**config.mk**
```make
export PLATFORM = sky130hd
export DESIGN_NAME = alu_sequencer
export DESIGN_NICKNAME = d
export VERILOG_FILES = /design/src/rtl/alu_seq_pkg.sv /design/src/rtl/alu_seq_fifo.sv /design/src/rtl/alu_sequencer.sv
export SDC_FILE = /design/constraint.sdc
export NUM_CORES = 1
export LEC_CHECK = 0
export CAP_MARGIN = 20
export CORE_MARGIN = 1
export CORE_UTILIZATION = 55
export CTS_BUF_LIST = sky130_fd_sc_hd__clkbuf_8
export CTS_CLUSTER_DIAMETER = 120
export DETAILED_ROUTE_END_ITERATION = 12
export PLACE_DENSITY = 0.93
export SLEW_MARGIN = 20
export SYNTH_ARGS = -nofsm -noshare
export SYNTH_HDL_FRONTEND = slang
export SYNTH_SLANG_ARGS = --single-unit
```
**constraint.sdc**
```tcl
create_clock -name clk -period 3.3 [get_ports clk]
set_input_delay 0.66 -clock clk [delete_from_list [all_inputs] [get_ports clk]]
set_output_delay 0.66 -clock clk [all_outputs]
set_load 0.005 [all_outputs]
```
**src/rtl/alu_seq_pkg.sv**
```systemverilog
// Shared types and constants for the ALU command sequencer: opcodes, FSM states,
// the idle "hold" drive that leaves the external accumulator untouched, and the FIFO entry layout.
package alu_seq_pkg;

    typedef enum logic [3:0] {
        OP_ADD     = 4'h0,
        OP_SUB     = 4'h1,
        OP_AND     = 4'h2,
        OP_OR      = 4'h3,
        OP_ACC_ADD = 4'h4,
        OP_ACC_SUB = 4'h5,
        OP_ACC_MUL = 4'h6,
        OP_XOR     = 4'h7,
        OP_CMP_EQ  = 4'h8,
        OP_CMP_LT  = 4'h9,
        OP_SHL     = 4'hA,
        OP_SHR     = 4'hB,
        OP_NOT     = 4'hC,
        OP_PASS_A  = 4'hD,
        OP_PASS_B  = 4'hE,
        OP_MUL     = 4'hF
    } alu_op_e;

    typedef enum logic [2:0] {
        ST_IDLE,
        ST_EXEC,
        ST_WAIT,
        ST_RESP,
        ST_CLR,
        ST_CLR_WAIT
    } seq_state_e;

    localparam int DATA_W = 8;
    localparam int SEL_W  = 4;
    localparam int CMD_W  = SEL_W + 2 * DATA_W;

    // Acc + 0 keeps the accumulator value; ADD 0,0 forces it to zero.
    localparam logic [SEL_W-1:0]  HOLD_SEL = SEL_W'(OP_ACC_ADD);
    localparam logic [DATA_W-1:0] HOLD_A   = '0;
    localparam logic [DATA_W-1:0] HOLD_B   = '0;
    localparam logic [SEL_W-1:0]  CLR_SEL  = SEL_W'(OP_ADD);

    typedef struct packed {
        logic [SEL_W-1:0]  sel;
        logic [DATA_W-1:0] a;
        logic [DATA_W-1:0] b;
    } cmd_t;

    function automatic cmd_t pack_cmd(input logic [SEL_W-1:0] sel,
                                      input logic [DATA_W-1:0] a,
                                      input logic [DATA_W-1:0] b);
        cmd_t c;
        c.sel = sel;
        c.a   = a;
        c.b   = b;
        return c;
    endfunction

endpackage

```
**src/rtl/alu_seq_fifo.sv**
```systemverilog
// Command queue for the ALU sequencer: DEPTH entries (power of two), synchronous push/pop,
// head visible combinationally on pop_data. Push when full and pop when empty are ignored.
module alu_seq_fifo #(
    parameter int DEPTH = 4,
    parameter int WIDTH = 20
) (
    input  logic             clk,
    input  logic             rst,
    input  logic             push,
    input  logic [WIDTH-1:0] push_data,
    input  logic             pop,
    output logic [WIDTH-1:0] pop_data,
    output logic             full,
    output logic             empty
);

    localparam int PTR_W = $clog2(DEPTH);
    localparam int CNT_W = PTR_W + 1;

    logic [PTR_W-1:0] wr_ptr_q, wr_ptr_d;
    logic [PTR_W-1:0] rd_ptr_q, rd_ptr_d;
    logic [CNT_W-1:0] count_q, count_d;
    logic [WIDTH-1:0] mem_q [DEPTH];
    logic             do_push;
    logic             do_pop;

    assign full     = (count_q == CNT_W'(DEPTH));
    assign empty    = (count_q == '0);
    assign do_push  = push && !full;
    assign do_pop   = pop && !empty;
    assign pop_data = mem_q[rd_ptr_q];

    // Pointers are exactly log2(DEPTH) wide, so incrementing wraps modulo DEPTH for free.
    always_comb begin
        wr_ptr_d = wr_ptr_q;
        rd_ptr_d = rd_ptr_q;
        count_d  = count_q;
        if (do_push) begin
            wr_ptr_d = wr_ptr_q + PTR_W'(1);
        end
        if (do_pop) begin
            rd_ptr_d = rd_ptr_q + PTR_W'(1);
        end
        case ({do_push, do_pop})
            2'b10:   count_d = count_q + CNT_W'(1);
            2'b01:   count_d = count_q - CNT_W'(1);
            default: count_d = count_q;
        endcase
    end

    always_ff @(posedge clk or posedge rst) begin
        if (rst) begin
            wr_ptr_q <= '0;
            rd_ptr_q <= '0;
            count_q  <= '0;
        end else begin
            wr_ptr_q <= wr_ptr_d;
            rd_ptr_q <= rd_ptr_d;
            count_q  <= count_d;
        end
    end

    always_ff @(posedge clk) begin
        if (do_push) begin
            mem_q[wr_ptr_q] <= push_data;
        end
    end

endmodule

```
**src/rtl/alu_sequencer.sv**
```systemverilog
// Queues ALU commands and issues them one at a time to an external registered ALU/accumulator.
// Define ALU_SEQ_CLR_ON_RESET_EN to zero the accumulator with a short CLR sequence after reset.
module alu_sequencer
    import alu_seq_pkg::*;
#(
    parameter int DEPTH = 4
) (
    input  logic              clk,
    input  logic              rst,
    input  logic              cmd_valid,
    output logic              cmd_ready,
    input  logic [DATA_W-1:0] cmd_a,
    input  logic [DATA_W-1:0] cmd_b,
    input  logic [SEL_W-1:0]  cmd_sel,
    output logic [DATA_W-1:0] alu_a,
    output logic [DATA_W-1:0] alu_b,
    output logic [SEL_W-1:0]  alu_sel,
    input  logic [DATA_W-1:0] alu_out,
    output logic              rsp_valid,
    input  logic              rsp_ready,
    output logic [DATA_W-1:0] rsp_data,
    output logic [SEL_W-1:0]  rsp_sel,
    output logic              busy
);

`ifdef ALU_SEQ_CLR_ON_RESET_EN
    localparam logic CLR_ON_RESET = 1'b1;
`else
    localparam logic CLR_ON_RESET = 1'b0;
`endif

    seq_state_e        state_q, state_d;
    logic [DATA_W-1:0] alu_a_q, alu_a_d;
    logic [DATA_W-1:0] alu_b_q, alu_b_d;
    logic [SEL_W-1:0]  alu_sel_q, alu_sel_d;
    logic              rsp_valid_q, rsp_valid_d;
    logic [DATA_W-1:0] rsp_data_q, rsp_data_d;
    logic [SEL_W-1:0]  rsp_sel_q, rsp_sel_d;
    logic              clr_pending_q, clr_pending_d;

    logic              fifo_push;
    logic              fifo_pop;
    logic              fifo_full;
    logic              fifo_empty;
    logic [CMD_W-1:0]  fifo_head;
    cmd_t              head;
    logic              in_clr;

    assign in_clr    = (state_q == ST_CLR) || (state_q == ST_CLR_WAIT);
    assign cmd_ready = !fifo_full && !in_clr;
    assign fifo_push = cmd_valid && cmd_ready;
    assign head      = cmd_t'(fifo_head);
    assign busy      = !fifo_empty || (state_q != ST_IDLE);

    alu_seq_fifo #(
        .DEPTH (DEPTH),
        .WIDTH (CMD_W)
    ) u_fifo (
        .clk       (clk),
        .rst       (rst),
        .push      (fifo_push),
        .push_data (pack_cmd(cmd_sel, cmd_a, cmd_b)),
        .pop       (fifo_pop),
        .pop_data  (fifo_head),
        .full      (fifo_full),
        .empty     (fifo_empty)
    );

    // alu_* default to the hold drive every cycle; only the pop and CLR transitions override it.
    always_comb begin
        state_d       = state_q;
        alu_a_d       = HOLD_A;
        alu_b_d       = HOLD_B;
        alu_sel_d     = HOLD_SEL;
        rsp_valid_d   = rsp_valid_q;
        rsp_data_d    = rsp_data_q;
        rsp_sel_d     = rsp_sel_q;
        clr_pending_d = clr_pending_q;
        fifo_pop      = 1'b0;

        case (state_q)
            ST_IDLE: begin
                if (clr_pending_q) begin
                    clr_pending_d = 1'b0;
                    alu_sel_d     = CLR_SEL;
                    state_d       = ST_CLR;
                end else if (!fifo_empty) begin
                    fifo_pop  = 1'b1;
                    alu_a_d   = head.a;
                    alu_b_d   = head.b;
                    alu_sel_d = head.sel;
                    rsp_sel_d = head.sel;
                    state_d   = ST_EXEC;
                end
            end
            ST_EXEC: begin
                state_d = ST_WAIT;
            end
            // The ALU registered the issued op at the end of EXEC, so alu_out now holds the result.
            ST_WAIT: begin
                rsp_data_d  = alu_out;
                rsp_valid_d = 1'b1;
                state_d     = ST_RESP;
            end
            ST_RESP: begin
                if (rsp_ready) begin
                    rsp_valid_d = 1'b0;
                    state_d     = ST_IDLE;
                end
            end
            ST_CLR: begin
                state_d = ST_CLR_WAIT;
            end
            ST_CLR_WAIT: begin
                state_d = ST_IDLE;
            end
            default: begin
                state_d = ST_IDLE;
            end
        endcase
    end

    always_ff @(posedge clk or posedge rst) begin
        if (rst) begin
            state_q       <= ST_IDLE;
            alu_a_q       <= HOLD_A;
            alu_b_q       <= HOLD_B;
            alu_sel_q     <= HOLD_SEL;
            rsp_valid_q   <= 1'b0;
            rsp_data_q    <= '0;
            rsp_sel_q     <= '0;
            clr_pending_q <= CLR_ON_RESET;
        end else begin
            state_q       <= state_d;
            alu_a_q       <= alu_a_d;
            alu_b_q       <= alu_b_d;
            alu_sel_q     <= alu_sel_d;
            rsp_valid_q   <= rsp_valid_d;
            rsp_data_q    <= rsp_data_d;
            rsp_sel_q     <= rsp_sel_d;
            clr_pending_q <= clr_pending_d;
        end
    end

    assign alu_a     = alu_a_q;
    assign alu_b     = alu_b_q;
    assign alu_sel   = alu_sel_q;
    assign rsp_valid = rsp_valid_q;
    assign rsp_data  = rsp_data_q;
    assign rsp_sel   = rsp_sel_q;

endmodule

```
* Word level (Yosys, flattened, before mapping) *
Memories as Yosys holds them, arrays and structs flattened.
Cells that the tools add are included.

word-level totals
  bits in registers = 43
  memory bits (writable) = 80
  output and inout port bits = 35
  memories = 1

cells by class
  add/subtract/negate cells = 4
  eq/ne operators = 10
  multiplexer cells = 16
  bitwise gates (word level) = 1
  reduce and logical (&&, ||, !) cells = 17

memory list
  name          words  bits a word  rd ports  clocked after Yosys merged registers in  wr ports  RTL line            source
  u_fifo.mem_q  4      20           1         0                                        1         alu_seq_fifo.sv:23  logic [WIDTH-1:0] mem_q [DEPTH];

operators by type and width
  operator                                                                number
  8-bit 2-to-1 mux                                                        4
  3-bit case mux with 5 select lines                                      1
  3-bit equality test (second input constant)                             3
  4-bit 2-to-1 mux                                                        2
  3-bit by 2-bit equality test with 1-bit output (second input constant)  2
  3-bit logical NOT                                                       2
  3-bit 2-to-1 mux                                                        2
  3-bit case mux with 2 select lines                                      1
  2-bit AND reduction                                                     3
  1-bit 2-to-1 mux                                                        5
  2-bit by 1-bit adder with 2-bit output (second input constant)          2
  1-bit logical AND                                                       4
  2-bit != test (second input constant)                                   2
  2-bit nonzero test                                                      2
  3-bit by 1-bit adder with 3-bit output (second input constant)          1
  3-bit by 1-bit equality test with 1-bit output (second input constant)  1
  1-bit logical NOT                                                       3
  3-bit nonzero test                                                      1
  3-bit by 1-bit subtractor with 3-bit output (second input constant)     1
  2-bit by 1-bit equality test with 1-bit output (second input constant)  1
  2-bit equality test (second input constant)                             1
  1-bit logical OR                                                        2
  1-bit case mux with 2 select lines                                      1
  1-bit NOT                                                               1

* Longest topological paths before layout *
  word-level depth = 8
  depth in mapped cells = 9
  gate-level depth less buffers = 9

* Modules after synthesis *
A second synthesis with hierarchy kept.

unflattened totals
  cell total of the unflattened synthesis = 232
  area total of the unflattened synthesis = 4,668.2 µm²

by module, submodules not included
  module         times used  cells an instance  area each (µm²)  seq. area each (µm²)
  alu_seq_fifo   1           142                3,335.7          2,577.5
  alu_sequencer  1           90                 1,332.5          902.1

* Worst setup path after synthesis *
No wires, ideal clock.

  kind = register to register
  start = reg state_q[2]
  end = reg u_fifo.count_q[2]
  data arrival time = 1,952 ps
  required time = 3,221 ps
  path slack = 1,269 ps
  cell stages (with the launch flop) = 10
  path buffers = 0
  cells stage by stage = dfrtp_1 nor3_1 nand2_1 inv_1 ha_1 inv_1 fa_1 xor2_1 nor2_1 xor2_1

RTL lines
  item                                                                                          RTL line              source
  from (decl)                                                                                   alu_sequencer.sv:32   seq_state_e state_q, state_d;
  from (signal assigned)                                                                        alu_sequencer.sv:134  state_q <= state_d;
  3-bit logical NOT (*)                                                                         alu_sequencer.sv:81   case (state_q)
  1-bit 2-to-1 mux (*)                                                                          alu_sequencer.sv:81
  named net fifo_pop                                                                            alu_sequencer.sv:42   logic fifo_pop;
  1-bit logical AND (*)                                                                         alu_seq_fifo.sv:30    assign do_pop = pop && !empty;
  2-bit by 1-bit equality test with 1-bit output / 2-bit equality test (equally long branches)  alu_seq_fifo.sv:44    case ({do_push, do_pop})
  3-bit case mux with 2 select lines / 2-bit nonzero test (equally long branches)               -
  to (signal assigned)                                                                          alu_seq_fifo.sv:59    count_q <= count_d;
  to (decl)                                                                                     alu_seq_fifo.sv:22    logic [CNT_W-1:0] count_q, count_d;

The timed path passes the listed nets; every way through them passes the cells marked *.
A chain may end at the register's enable or synchronous reset.

* Worst setup path in the final report *
  start = reg u_fifo.count_q[0]
  end = out busy

between the ends
  word-level cells in the longest chain between the ends = 3

ends and longest elaborated chain
  item               RTL line             source
  3-bit logical NOT  alu_seq_fifo.sv:28   assign empty = (count_q == '0);
  1-bit logical NOT  alu_sequencer.sv:53  assign busy = !fifo_empty || (state_q != ST_IDLE);
  1-bit logical OR   alu_sequencer.sv:53
  to (decl)          alu_sequencer.sv:23  output logic busy

Every way passes these cells.

==> results.md <==
- CP max-delay cell: or3_1
- Max Fclk: 365 MHz
- Most frequent cells in the layout: edfxtp_1 (80), clkdlybuf4s50_1 (66), dfrtp_1 (42)
- CTS resizes: 0
- DP Wirelength: 4.92 mm
- Async SR Flop Fraction: 35.0%
- Main synth FF type: edfxtp_1
- WHS Path Cells: 1
- First-pass GRT wire length: 12.4 mm
- Yosys top cell by area: edfxtp_1
- CP Capture Type: output port
- DRC Markers: 0
- Vias post-DR: 2,368
- Hold WC Path Type: flop to flop
- Total grt overflow: 0
- Commonest non-fill, non-tap cell in the layout: edfxtp_1
- Maximum VDD drop: 448 uV
- Critical Path RT: 2640 ps
- Nets: 353
- Synth Area in Simple Gates: 4.87%
- WHS Endpoint: rsp_valid
- Final worst-path cycle share: 82.9%
- Initial antenna violation count: 0
- Die area: 0.00879 sq mm
- # rows: 33
- Leading post-synthesis cells by cell area: edfxtp_1 (52%), dfrtp_1 (23%), mux4_1 (6.2%)
- Number of CTS-inserted buffers: 17
- Crit path time final: 2740 ps
- Post-synthesis sequential area ratio: 75.2%
- Fin. Hold Viols: 0
- Netlist Area Pre-Place: 0.00463 sq mm
- Number of vias per cell: 5.47
- Die width: 93.7 microns
- Area Growth Syn to Fin: 25.8%
- Worst-path fanout max: 10
- Remaining antenna violation count: 0
- 1st-pass router iterations: 5
- Synthesized flop and latch total: 123
- Setup Fix Bufs, Post-CTS: 0
- Area share of the leading cell type in the synthesized netlist: 51.9%
- RSZ-0062 raised after global routing: no
- Final WS setup: 564 ps
- Post-Syn Area per Cell: 20.1 sq um
- # hold bufs at CTS: 0
- N_diodes: 0
- Worst skew pair latency: 420 ps
- Worst path cell trace: or3_1, nand2b_1, clkdlybuf4s50_1
- Power after layout: 0.00492 W
- Vias in the first global route: 2,487
- Status: finished clean
- Layout Utilization: 71.2%
- Die Y: 93.7 microns
- Setup-failing EPs final: 0
- XOR/XNOR Fraction of Synth Area: 1.14%
- Worst r2r dst: u_fifo.count_q[2]
- FF-to-FF Start: u_fifo.count_q[0]
- PwrDens: 845 mW/mm^2
- Post-synth EDFFs: 80
- Initial core utilization: 56.6%
- Post-synthesis net count: 268
- Cells after synthesis: 230
- GP Congestion: 0.674
- Ports: 67
- Pin count of the biggest net entering global routing: 44
- GRT Util Overall: 20.1%
- Slew Limit Fails: 0
- CP arrival: 2080 ps
- Worst stage delay on the critical path: 560 ps
- Drt total wl: 7.87 mm
- Critical path class: flop to output port
- Reg2reg setup slack: 980 ps
- Post-DR wirelength/cell: 18.2 microns
- Post-synthesis compound-gate area fraction: 1.78%
- TritonCTS clock tree: built
- Largest family of logic cells by synthesized area: multiplexers
- Multiplexer share of the synthesized area: 13.3%
- Startpoint types: flop
- Clock sink count: 123
- Setup_tns: 0 ps
- Worst Tran Pin Value: 912 ps
- Dpl cells: 401
- Clock slew at reported path FFs: 70 ps
- Total number of H-tree levels: 4
- Drt initial violations: 107
- Lkg Pwr: 2.29 nW
- Std-Cell Core Area: 0.00818 sq mm
- Post-Layout Cell Count: 433
- Adder-Cell Fraction of Synth Area: 1.78%
- Share of cells above drive strength 1: 18.9%
- Worst Reg-to-Reg Cells: 10
- Max Cap Violations: 0
- Yosys warns: 0
- Port Buffers: 66
- Hold Startpoint: rsp_valid
- Clk_skew: 7.13 ps
- Clk buf depth: 2
- Root buffer cell: clkbuf_8
- Worst slew margin: 39.2%
- Netlist cell types: 34
- Setup WS pre-CTS: 759 ps
[layer usage]
layer  track usage (%)  wire [microns]  up-vias
met1              23.3            3210     1206
met5                 0               0        -
met2              33.8            4070       75
met3              6.31             430       17
li1                  -               -     1070
met4              10.1             150        0
[flip-flops by register name, indices dropped and copies added (netlist names)]
name and count:
rsp_sel 4, u_fifo.rd_ptr_q 2, u_fifo.wr_ptr_q 2, rsp_valid 1, alu_sel 4, rsp_data 8
alu_b 8, alu_a 8, state_q 3, u_fifo.mem_q 80, u_fifo.count_q 3
[logic make-up (layout without fill, tap and decap cells)]
logic type      count (synthesis)  count (layout)
flops                         123             123
xor+xnor                        6               6
simple gates                   36              36
buf+inv                        18             116
compound gates                 10              10
mux                            31              31
fa+ha+maj                       6               6
[critical path, delay by kind of cell (launching register included)]
family	cells	cell delay [ps]
buffers and inverters	1	450
DFF	1	430
and+or+nand+nor	2	770
[metrics by stage]
stage	hold slack, ps	area [sq um]
global route	489	5820
CTS	480	5820
global placement	457	5430
detailed placement	465	5430
floorplan	473	4630
finish	476	5820
[report_power, final]
group          total, W  internal [W]  leakage, nW  switching (W)
sequential      0.00231       0.00206         1.28       0.000249
clock           0.00128      0.000731        0.200       0.000551
combinational   0.00132      0.000790        0.818       0.000533
[worst max path at each step]
stage	startpoint	endpoint	slack [ps]	depth (start not counted)
global placement	cmd_valid	u_fifo.count_q[2]	860	10
CTS	u_fifo.count_q[0]	busy	530	3
floorplan	state_q[2]	u_fifo.count_q[2]	1270	9
finish	u_fifo.count_q[0]	busy	560	3
detailed placement	cmd_valid	u_fifo.count_q[2]	760	10
global route	u_fifo.count_q[0]	busy	490	3
[area by class of cell]
cell class | count | area (sq um)
inverters | 10 | 37.5
multi-input cells | 89 | 1060
clock buffers | 17 | 234
clock inverters | 15 | 156
flip-flops and latches | 123 | 3480
well taps | 105 | 131
repair buffers | 74 | 721
fillers | 511 | 2350
[synth_stat cells, drive strengths merged, types with 2 or more instances]
master,n
a21o,4
a21oi,2
and2,5
and3,19
buf,2
clkbuf,6
dfrtp,42
edfxtp,80
ha,5
inv,10
mux2,10
mux4,20
nor2,2
xnor2,4
xor2,2
Note: power is estimated with default switching activity, not from simulation.
